==> src/rtl/memory_pkg.sv <==
// rtl/memory_pkg.sv - shared width helpers and reset values for the memory bank
package memory_pkg;

    function automatic int clog2(input int n);
        int r;
        r = 0;
        while ((1 << r) < n) r++;
        return r;
    endfunction

    function automatic int addr_width(input int depth);
        return clog2(depth);
    endfunction

    // Counter must represent DEPTH itself, hence depth+1 states.
    function automatic int cnt_width(input int depth);
        return clog2(depth + 1);
    endfunction

    localparam logic Q_RST_BIT = 1'b0;
    localparam logic QV_RST    = 1'b0;
    localparam int   CNT_RST   = 0;

endpackage

==> src/rtl/memory_bank_if.sv <==
// rtl/memory_bank_if.sv - write/read/clear bus of the memory bank
interface memory_bank_if #(
    parameter int WIDTH = 8,
    parameter int DEPTH = 8
);
    import memory_pkg::*;

    localparam int AW = addr_width(DEPTH);
    localparam int CW = cnt_width(DEPTH);

    logic             WE;
    logic [AW-1:0]    WA;
    logic [WIDTH-1:0] D;
    logic             RE;
    logic [AW-1:0]    RA;
    logic             CLR;
    logic [WIDTH-1:0] Q;
    logic [WIDTH-1:0] _Q;
    logic             QV;
    logic [CW-1:0]    CNT;

    modport master (output WE, WA, D, RE, RA, CLR, input Q, _Q, QV, CNT);
    modport slave  (input WE, WA, D, RE, RA, CLR, output Q, _Q, QV, CNT);

endinterface

==> src/rtl/memory_word.sv <==
// rtl/memory_word.sv - one data word with its valid bit
module memory_word #(
    parameter int WIDTH = 8
) (
    input  logic             clk,
    input  logic             rst_n,
    input  logic             we,
    input  logic             clr,
    input  logic [WIDTH-1:0] d,
    output logic [WIDTH-1:0] data,
    output logic             valid
);

    // Data is never reset; a cleared word is masked by its valid bit.
    always_ff @(posedge clk) begin
        if (we) data <= d;
    end

    always_ff @(posedge clk or negedge rst_n) begin
        if (!rst_n) begin
            valid <= 1'b0;
        end else if (clr) begin
            valid <= 1'b0;
        end else if (we) begin
            valid <= 1'b1;
        end
    end

endmodule

==> src/rtl/memory_bank.sv <==
// rtl/memory_bank.sv - DEPTH x WIDTH register bank, registered read, occupancy count; MEMORY_BANK_WRITE_FIRST_EN enables write-through read
module memory_bank
    import memory_pkg::*;
#(
    parameter int WIDTH = 8,
    parameter int DEPTH = 8
) (
    input  logic           C,
    input  logic           _R,
    memory_bank_if.slave   bus
);

    localparam int AW = addr_width(DEPTH);
    localparam int CW = cnt_width(DEPTH);

    logic [DEPTH-1:0] word_we;
    logic [DEPTH-1:0] rd_hit;
    logic [DEPTH-1:0] valid;
    logic [WIDTH-1:0] word_data [DEPTH];

    logic [WIDTH-1:0] rd_data;
    logic             rd_valid;
    logic             wr_new;
    logic             bypass;

    logic [WIDTH-1:0] q_r;
    logic             qv_r;
    logic [CW-1:0]    cnt_r;

    // Out-of-range addresses match no word, so they neither write nor read.
    for (genvar i = 0; i < DEPTH; i++) begin : g_word
        localparam logic [AW-1:0] IDX = AW'(i);

        assign word_we[i] = bus.WE && !bus.CLR && (bus.WA == IDX);
        assign rd_hit[i]  = (bus.RA == IDX);

        memory_word #(.WIDTH(WIDTH)) u_word (
            .clk   (C),
            .rst_n (_R),
            .we    (word_we[i]),
            .clr   (bus.CLR),
            .d     (bus.D),
            .data  (word_data[i]),
            .valid (valid[i])
        );
    end

    always_comb begin
        rd_data  = '0;
        rd_valid = 1'b0;
        for (int k = 0; k < DEPTH; k++) begin
            if (rd_hit[k] && valid[k]) begin
                rd_data  = rd_data | word_data[k];
                rd_valid = 1'b1;
            end
        end
    end

    assign wr_new = |(word_we & ~valid);

`ifdef MEMORY_BANK_WRITE_FIRST_EN
    // word_we already excludes CLR, so clear suppresses the bypass.
    assign bypass = |(word_we & rd_hit);
`else
    assign bypass = 1'b0;
`endif

    always_ff @(posedge C or negedge _R) begin
        if (!_R) begin
            q_r   <= {WIDTH{Q_RST_BIT}};
            qv_r  <= QV_RST;
            cnt_r <= CW'(CNT_RST);
        end else begin
            if (bus.RE) begin
                if (bypass) begin
                    q_r  <= bus.D;
                    qv_r <= 1'b1;
                end else begin
                    q_r  <= rd_data;
                    qv_r <= rd_valid;
                end
            end
            if (bus.CLR) begin
                cnt_r <= '0;
            end else if (wr_new) begin
                cnt_r <= cnt_r + CW'(1);
            end
        end
    end

    assign bus.Q   = q_r;
    assign bus._Q  = ~q_r;
    assign bus.QV  = qv_r;
    assign bus.CNT = cnt_r;

endmodule

==> src/flat_wrapper.sv <==
// flat-port wrapper written by rule: the top's interface ports become plain ports
module memory_bank_flat import memory_pkg::*;
#(
    parameter int WIDTH = 8,
    parameter int DEPTH = 8
)
  (C, _R, bus_WE, bus_WA, bus_D, bus_RE, bus_RA, bus_CLR, bus_Q, bus__Q, bus_QV, bus_CNT);
  memory_bank_if #(.WIDTH(WIDTH), .DEPTH(DEPTH)) bus_i ();
  input  logic C;
  input  logic _R;
  input wire logic [$bits(bus_i.WE)-1:0] bus_WE;
  input wire logic [$bits(bus_i.WA)-1:0] bus_WA;
  input wire logic [$bits(bus_i.D)-1:0] bus_D;
  input wire logic [$bits(bus_i.RE)-1:0] bus_RE;
  input wire logic [$bits(bus_i.RA)-1:0] bus_RA;
  input wire logic [$bits(bus_i.CLR)-1:0] bus_CLR;
  output wire logic [$bits(bus_i.Q)-1:0] bus_Q;
  output wire logic [$bits(bus_i._Q)-1:0] bus__Q;
  output wire logic [$bits(bus_i.QV)-1:0] bus_QV;
  output wire logic [$bits(bus_i.CNT)-1:0] bus_CNT;
  assign bus_i.WE = bus_WE;
  assign bus_i.WA = bus_WA;
  assign bus_i.D = bus_D;
  assign bus_i.RE = bus_RE;
  assign bus_i.RA = bus_RA;
  assign bus_i.CLR = bus_CLR;
  assign bus_Q = bus_i.Q;
  assign bus__Q = bus_i._Q;
  assign bus_QV = bus_i.QV;
  assign bus_CNT = bus_i.CNT;
  memory_bank #(.WIDTH(WIDTH), .DEPTH(DEPTH)) u_core (.C(C), ._R(_R), .bus(bus_i));
endmodule
==> config.mk <==
export PLATFORM = sky130hd
export DESIGN_NAME = memory_bank_flat
export DESIGN_NICKNAME = d
export VERILOG_FILES = /design/src/rtl/memory_pkg.sv /design/src/rtl/memory_bank_if.sv /design/src/rtl/memory_word.sv /design/src/rtl/memory_bank.sv /design/src/flat_wrapper.sv
export SDC_FILE = /design/constraint.sdc
export NUM_CORES = 1
export LEC_CHECK = 0
export CORE_ASPECT_RATIO = 0.5
export CORE_UTILIZATION = 55
export CTS_BUF_LIST = sky130_fd_sc_hd__clkbuf_4 sky130_fd_sc_hd__clkbuf_8 sky130_fd_sc_hd__clkbuf_16
export CTS_CLUSTER_DIAMETER = 100
export DETAILED_ROUTE_END_ITERATION = 8
export HOLD_SLACK_MARGIN = 0.06
export PLACE_DENSITY = 0.76
export SYNTH_ARGS = -nofsm -noshare
export SYNTH_HDL_FRONTEND = slang
export SYNTH_SLANG_ARGS = --single-unit
==> constraint.sdc <==
create_clock -name C -period 1.9 [get_ports C]
set_input_delay 0.285 -clock C [delete_from_list [all_inputs] [get_ports C]]
set_output_delay 0.285 -clock C [all_outputs]
set_load 0.01 [all_outputs]
==> After elaboration in Yosys (flattened, before gate mapping) <==
Cells that the tools add are included.
{ "word_totals": {"in_bits": 19, "elab_cells": 108, "register_bits": 85} }
{ "op_classes": {"n_addsub": 1, "n_eq_ne": 14, "mux": 34, "bitwise": 10, "reduce_logical": 30} }
{ "op_table": {"columns": ["op", "n"], "rows": [
  ["$mux W8", 8],
  ["$or A8 B8 Y8", 7],
  ["$eq A3 B3 Y1 const B", 8],
  ["$mux W1", 24],
  ["$reduce_bool A2 Y1", 9],
  ["$logic_and A1 B1 Y1", 17],
  ["$not A8 Y8", 2],
  ["$eq A3 B2 Y1 const B", 4],
  ["$and A8 B8 Y8", 1],
  ["$mux W4", 2],
  ["$reduce_or A8 Y1", 1],
  ["$eq A3 B1 Y1 const B", 2],
  ["$logic_not A3 Y1", 2],
  ["$add A4 B1 Y4 const B", 1],
  ["$logic_not A1 Y1", 1]
]} }

==> Depth between registers and ports, before layout <==
{ "logic_depth": {"depth_word": 17, "mapped_depth": 6} }

==> Hierarchy <==
From an unflattened synthesis, not the netlist that was laid out.
{ "hier_totals": {"hier_cells": 214, "area_unflattened_um2": 3388.2} }
{ "modules_own_cells": {"columns": ["mod", "seq_area_each_um2", "instances", "area_each_um2", "cells_each"], "rows": [
  ["memory_word", 265.3, 8, 275.3, 10],
  ["memory_bank", 325.3, 1, 1186.1, 134]
]} }

==> Worst setup path before layout <==
No wires, ideal clock.
{ "synth_timing": {"path_type": "input to register", "startpoint": "input port bus_WA[1]", "endpoint": "register u_core.g_word[0].u_word.data[0], enable pin", "slack_ns": 0.010, "t_arrival_ns": 1.504, "path_buffers": 1, "cell_stages": 3, "cell_sequence": "or3b_1 -> clkbuf_1 -> nor3_1"} }
{ "synth_via": {"elab_chain_cells": 2} }
{ "synth_lines": {"columns": ["element", "line", "text"], "rows": [
  ["start: declaration", "flat_wrapper.sv:12", "input wire logic [$bits(bus_i.WA)-1:0] bus_WA;"],
  ["$logic_not A3 Y1", "memory_bank.sv:34", "assign word_we[i] = bus.WE && !bus.CLR && (bus.WA == IDX);"],
  ["$logic_and A1 B1 Y1", "memory_bank.sv:34", null],
  ["named net u_core.g_word[0].u_word.we", "memory_word.sv:7", "input logic we,"],
  ["end signal: assignment", "memory_word.sv:16", "if (we) data <= d;"],
  ["end: declaration", "memory_word.sv:10", "output logic [WIDTH-1:0] data,"]
]} }
The timed path passes the listed nets, and every way through them passes these cells.
A chain may end at the register's enable or synchronous reset.

==> Worst setup path after layout <==
{ "layout_timing": {"startpoint": "input port bus_RA[0]", "endpoint": "register u_core.q_r[0], in the netlist u_core.bus.Q[0]"} }
{ "layout_via": {"elab_chain_cells": 17} }
{ "layout_lines": {"columns": ["element", "line", "text"], "rows": [
  ["start: declaration", "flat_wrapper.sv:15", "input wire logic [$bits(bus_i.RA)-1:0] bus_RA;"],
  ["$logic_not A3 Y1", "memory_bank.sv:35", "assign rd_hit[i] = (bus.RA == IDX);"],
  ["$logic_and A1 B1 Y1", "memory_bank.sv:52", "if (rd_hit[k] && valid[k]) begin"],
  ["$mux W8", "memory_bank.sv:52", null],
  ["$or A8 B8 Y8", "memory_bank.sv:53", "rd_data = rd_data | word_data[k];"],
  ["$mux W8", "memory_bank.sv:52", null],
  ["$or A8 B8 Y8", "memory_bank.sv:53", null],
  ["$mux W8", "memory_bank.sv:52", null],
  ["$or A8 B8 Y8", "memory_bank.sv:53", null],
  ["$mux W8", "memory_bank.sv:52", null],
  ["$or A8 B8 Y8", "memory_bank.sv:53", null],
  ["$mux W8", "memory_bank.sv:52", null],
  ["$or A8 B8 Y8", "memory_bank.sv:53", null],
  ["$mux W8", "memory_bank.sv:52", null],
  ["$or A8 B8 Y8", "memory_bank.sv:53", null],
  ["$mux W8", "memory_bank.sv:52", null],
  ["$or A8 B8 Y8", "memory_bank.sv:53", null],
  ["$mux W8 *", "memory_bank.sv:52", null],
  ["end signal: assignment", "memory_bank.sv:70", "q_r <= {WIDTH{Q_RST_BIT}};"],
  ["end signal: assignment", "memory_bank.sv:76", "q_r <= bus.D;"],
  ["end signal: assignment", "memory_bank.sv:79", "q_r <= rd_data;"],
  ["end: declaration", "memory_bank.sv:26", "logic [WIDTH-1:0] q_r;"]
]} }
Every way passes the cells marked *; elsewhere a longest branch is shown, timed or not.

==> metrics list <==
- Cell chain of the critical path: clkdlybuf4s50_1 > and4b_1 > a22o_1 > a221oi_1 > a31oi_1
* Detail Route Antenna Nets: 0
- Across all layers, the routed design uses 2,067 vias.
- For this run, the top clock speed supported by timing is 570 MHz.
- The biggest area contributor in the post-synthesis netlist is sky130_fd_sc_hd__edfxtp_1.
* TritonCTS Buffers: 9
- By startpoint and endpoint, the worst setup path is classified as input port to flop.
* Estimated wirelength of the detail-placed design: 4.82 mm
- GRT Util Overall: 0.245
* Endpoint type of the worst setup path: flop
- Total number of placement rows: 19
* Antenna violations before repair: 0
- Cells after Synth: between 200 and 250
* Area growth from synthesis to layout: 27.2%
- Share of the yosys chip area belonging to registers: 0.731
- Cell internal pwr: 3.24 mW
- Number of global-route vias before repair: 2,084
- Counting flops with an async set or reset pin after synthesis yields a share of 0.247.
- Net switching power of the design: 0.899 mW
- For this design the static power due to leakage is 1.62 nW.
* Result of the run: finished, violations left
- Clock sink count: 85
- Destination of the worst register-to-register timing path: u_core.bus.Q[0]$_DFFE_PN0P_
- The clock passes through at most 2 buffers.
- Clk_skew: about 5.7 ps
- Starting Density: 0.589
* Switching portion of total power: 0.217
- Of the total power, registers draw 0.504.
* Smallest hold slack: 295 ps
- Pre-Repair DR Iteration Count: 7
* Reg2reg path depth: 4
- Entering global routing, the biggest net connects 22 pins.
* Count of flip-flops with a built-in enable after synthesis: 64
* Number of buffers added for setup after CTS: 0
- Detailed router's first-iteration violation count: 152
- Via-per-instance ratio: 5.94
- Floorplan die area: 0.00642 mm^2
* Post-synthesis register bit count: 85
- Latest clock arrival within the worst-skew pair: 340 ps
* Final worst path period share: 0.924
- Max transition margin: 0.607
- In the final layout, the share of cells above drive strength 1 is 0.167.
- Gp weighted congestion: 0.791
* PnR worst setup slack: 145 ps
- The most used flip-flop cell after synthesis is sky130_fd_sc_hd__edfxtp_1.
- In this run the standard cell core region covers 0.00568 mm^2.
- STA classifies the critical path startpoint as an input port.
* Post-DR wirelength/cell: 20.4 um
- Width of the die: around 110 um
* Count of input and output buffers: 39
- From bottom edge to top edge, the die measures 57.2 um.
* Register-to-register setup slack: 240 ps
- Reported max-cap violation count: 0
- The path class of the tightest hold or removal check is input port to async pin.
- The worst path needs 1750 ps of the cycle, external delays included.
- Cell types occupying the most area after synthesis: sky130_fd_sc_hd__edfxtp_1, sky130_fd_sc_hd__dfrtp_1, sky130_fd_sc_hd__a221oi_1
* Maximum ir drop on the vdd rail: 868 uV
- Tot Pwr: 4.14 mW
- Fin. max-slew vios: 0
* Arrival time at the worst endpoint: 1960 ps
* Slowest cell delay on critical path: ~550 ps
- Clock tree from TritonCTS: done
- In this run the worst path has a maximum fanout of 8.
* Setup total negative slack: 0 ps
- Maximum level of the CTS H-tree: 3
- The startpoint identified for the worst register-to-register timing path is u_core.g_word[5].u_word.valid$_DFFE_PN0P_.
- After synthesis, the mean cell area works out to about 16 um^2.
* Slowest library cell on the worst path: sky130_fd_sc_hd__clkdlybuf4s50_1
* Nets: 290
- Number of warning messages in the yosys log: 0
- Buffer cell driving the clock tree root: sky130_fd_sc_hd__clkbuf_16
* Net count of the mapped netlist: 230
- Clk pwr share: 0.426
* Cell area after synthesis: between 0.003 and 0.004 mm^2
* Number of hold violations in the final report: 0
- Number of top-level pins: 40
- Final instance area: around 0.0043 mm^2
- Setup violations remaining at the end of the flow were counted as 0.
* Count of instances resized after the clock tree is built: 0
* Area fraction of the dominant cell type after synthesis: 0.574
- Power spread over the standard cell area amounts to about 970 mW/mm^2.
- Number of hold buffers added after CTS: 0
- First-pass GRT wire length: between 10 and 15 mm
- In the routed design, unresolved DRC markers number 5.
- Clock edge transition at the registers on the reported setup and hold paths: ~70 ps
* Data required time at the worst endpoint: 2100 ps
- The share of total power dissipated in combinational logic is 0.069.
* RSZ-0062 raised after global routing: no
- Prior to clock tree synthesis, the placed netlist has a worst setup slack of -325 ps.
* Slew at the pin with the worst max-slew slack: around 600 ps
- For this block, the routed nets add up to 7.11 mm of wire.
* Number of antenna diodes: 0
- The total overflow left after global routing is 0.
* Post-placement cell area: slightly below 0.004 mm^2
- Synth cell types: 33
- The final reports fail on DRC.
routing by layer:
metal | track usage | wire [um] | up-vias
met5 | 0 | 0 | -
met1 | 0.306 | 2860 | 1019
met3 | 0.0691 | 603 | 18
met2 | 0.407 | 3480 | 78
li1 | - | - | 952
met4 | 0.116 | 164 | 0
power by group through the flow:
stage          clock, mW  sequential, mW  combinational (mW)
2_1_floorplan          0            2.13               0.100
3_3_place_gp           0            2.12               0.273
3_5_place_dp           0            2.13               0.284
4_1_cts             1.80            2.09               0.287
5_1_grt             1.86            2.09               0.309
6_report            1.77            2.09               0.286
cell usage in the layout, fill, tap and decap left out, drive strengths merged, types with 2 or more instances in the layout:
master / count
clkdlybuf4s50: 39
nand2b: 3
nand2: 4
a22o: 16
nor3: 4
a221oi: 16
mux2i: 5
o22ai: 3
buf: 23
mux4: 3
clkbuf: 9
nor2: 17
edfxtp: 64
dfrtp: 21
a21o: 6
and4b: 3
nor4bb: 2
inv: 15
a31oi: 9
cell families (layout without fill, tap and decap cells):
logic type | after synthesis | count (layout) | synth area share
AOI/OAI and AO/OA | 51 | 51 | 0.125
DFF | 85 | 85 | 0.731
muxes | 8 | 8 | 0.0351
adders and majority gates | 1 | 1 | 0.00374
buffers and inverters | 24 | 89 | 0.0310
xor gates and xnor gates | 1 | 1 | 0.00262
and+or+nand+nor | 40 | 40 | 0.0714
synthesized netlist by cell type (all sizes together), types with 4 or more instances:
| cell | instances |
|---|---|
| buf | 8 |
| dfrtp | 21 |
| a31oi | 9 |
| nand2 | 4 |
| nor2 | 17 |
| nor3 | 4 |
| edfxtp | 64 |
| a21o | 6 |
| a221oi | 16 |
| a22o | 16 |
| inv | 11 |
| clkbuf | 5 |
| mux2i | 5 |
worst max-delay path, delay by kind of cell:
| kind | cells | cell delay [ps] |
|---|---|---|
| AO/OA/AOI/OAI | 3 | 740 |
| buffers and inverters | 1 | 550 |
| AND/OR/NAND/NOR | 1 | 370 |
registers in the layout, summed over array words and instances, names as in the netlist:
register	count
u_core.bus.QV	1
u_core.g_word.u_word.valid	8
u_core.bus.CNT	4
u_core.g_word.u_word.data	64
u_core.bus.Q	8
how the worst max path moves through the flow:
stage,slack [ps],end,start
2_1_floorplan,10,u_core.g_word[0].u_word.data[0]$_DFFE_PP_,bus_WA[1]
3_3_place_gp,-190,u_core.bus.Q[3]$_DFFE_PN0P_,bus_RA[0]
3_5_place_dp,-320,u_core.bus.Q[0]$_DFFE_PN0P_,bus_RA[1]
4_1_cts,10,u_core.bus.Q[4]$_DFFE_PN0P_,bus_RA[1]
5_1_grt,90,u_core.bus.Q[7]$_DFFE_PN0P_,bus_RA[0]
6_report,150,u_core.bus.Q[0]$_DFFE_PN0P_,bus_RA[0]
metrics by stage:
step | cells | util
after global placement | 332 | 0.693
after CTS | 348 | 0.747
after global routing | 348 | 0.750
after floorplan | 210 | -
final | 348 | 0.750
after detailed placement | 332 | 0.693
layout make-up:
| type | count | area, um^2 |
|---|---|---|
| clock buffers | 9 | 225 |
| clock inverters | 7 | 80.1 |
| fillers | 358 | 1420 |
| inverters | 11 | 41.3 |
| multi-input cells | 101 | 812 |
| flip-flops and latches | 85 | 2450 |
| well taps | 73 | 91.3 |
| repair buffers | 62 | 563 |
(Power assumes the default switching activity.)
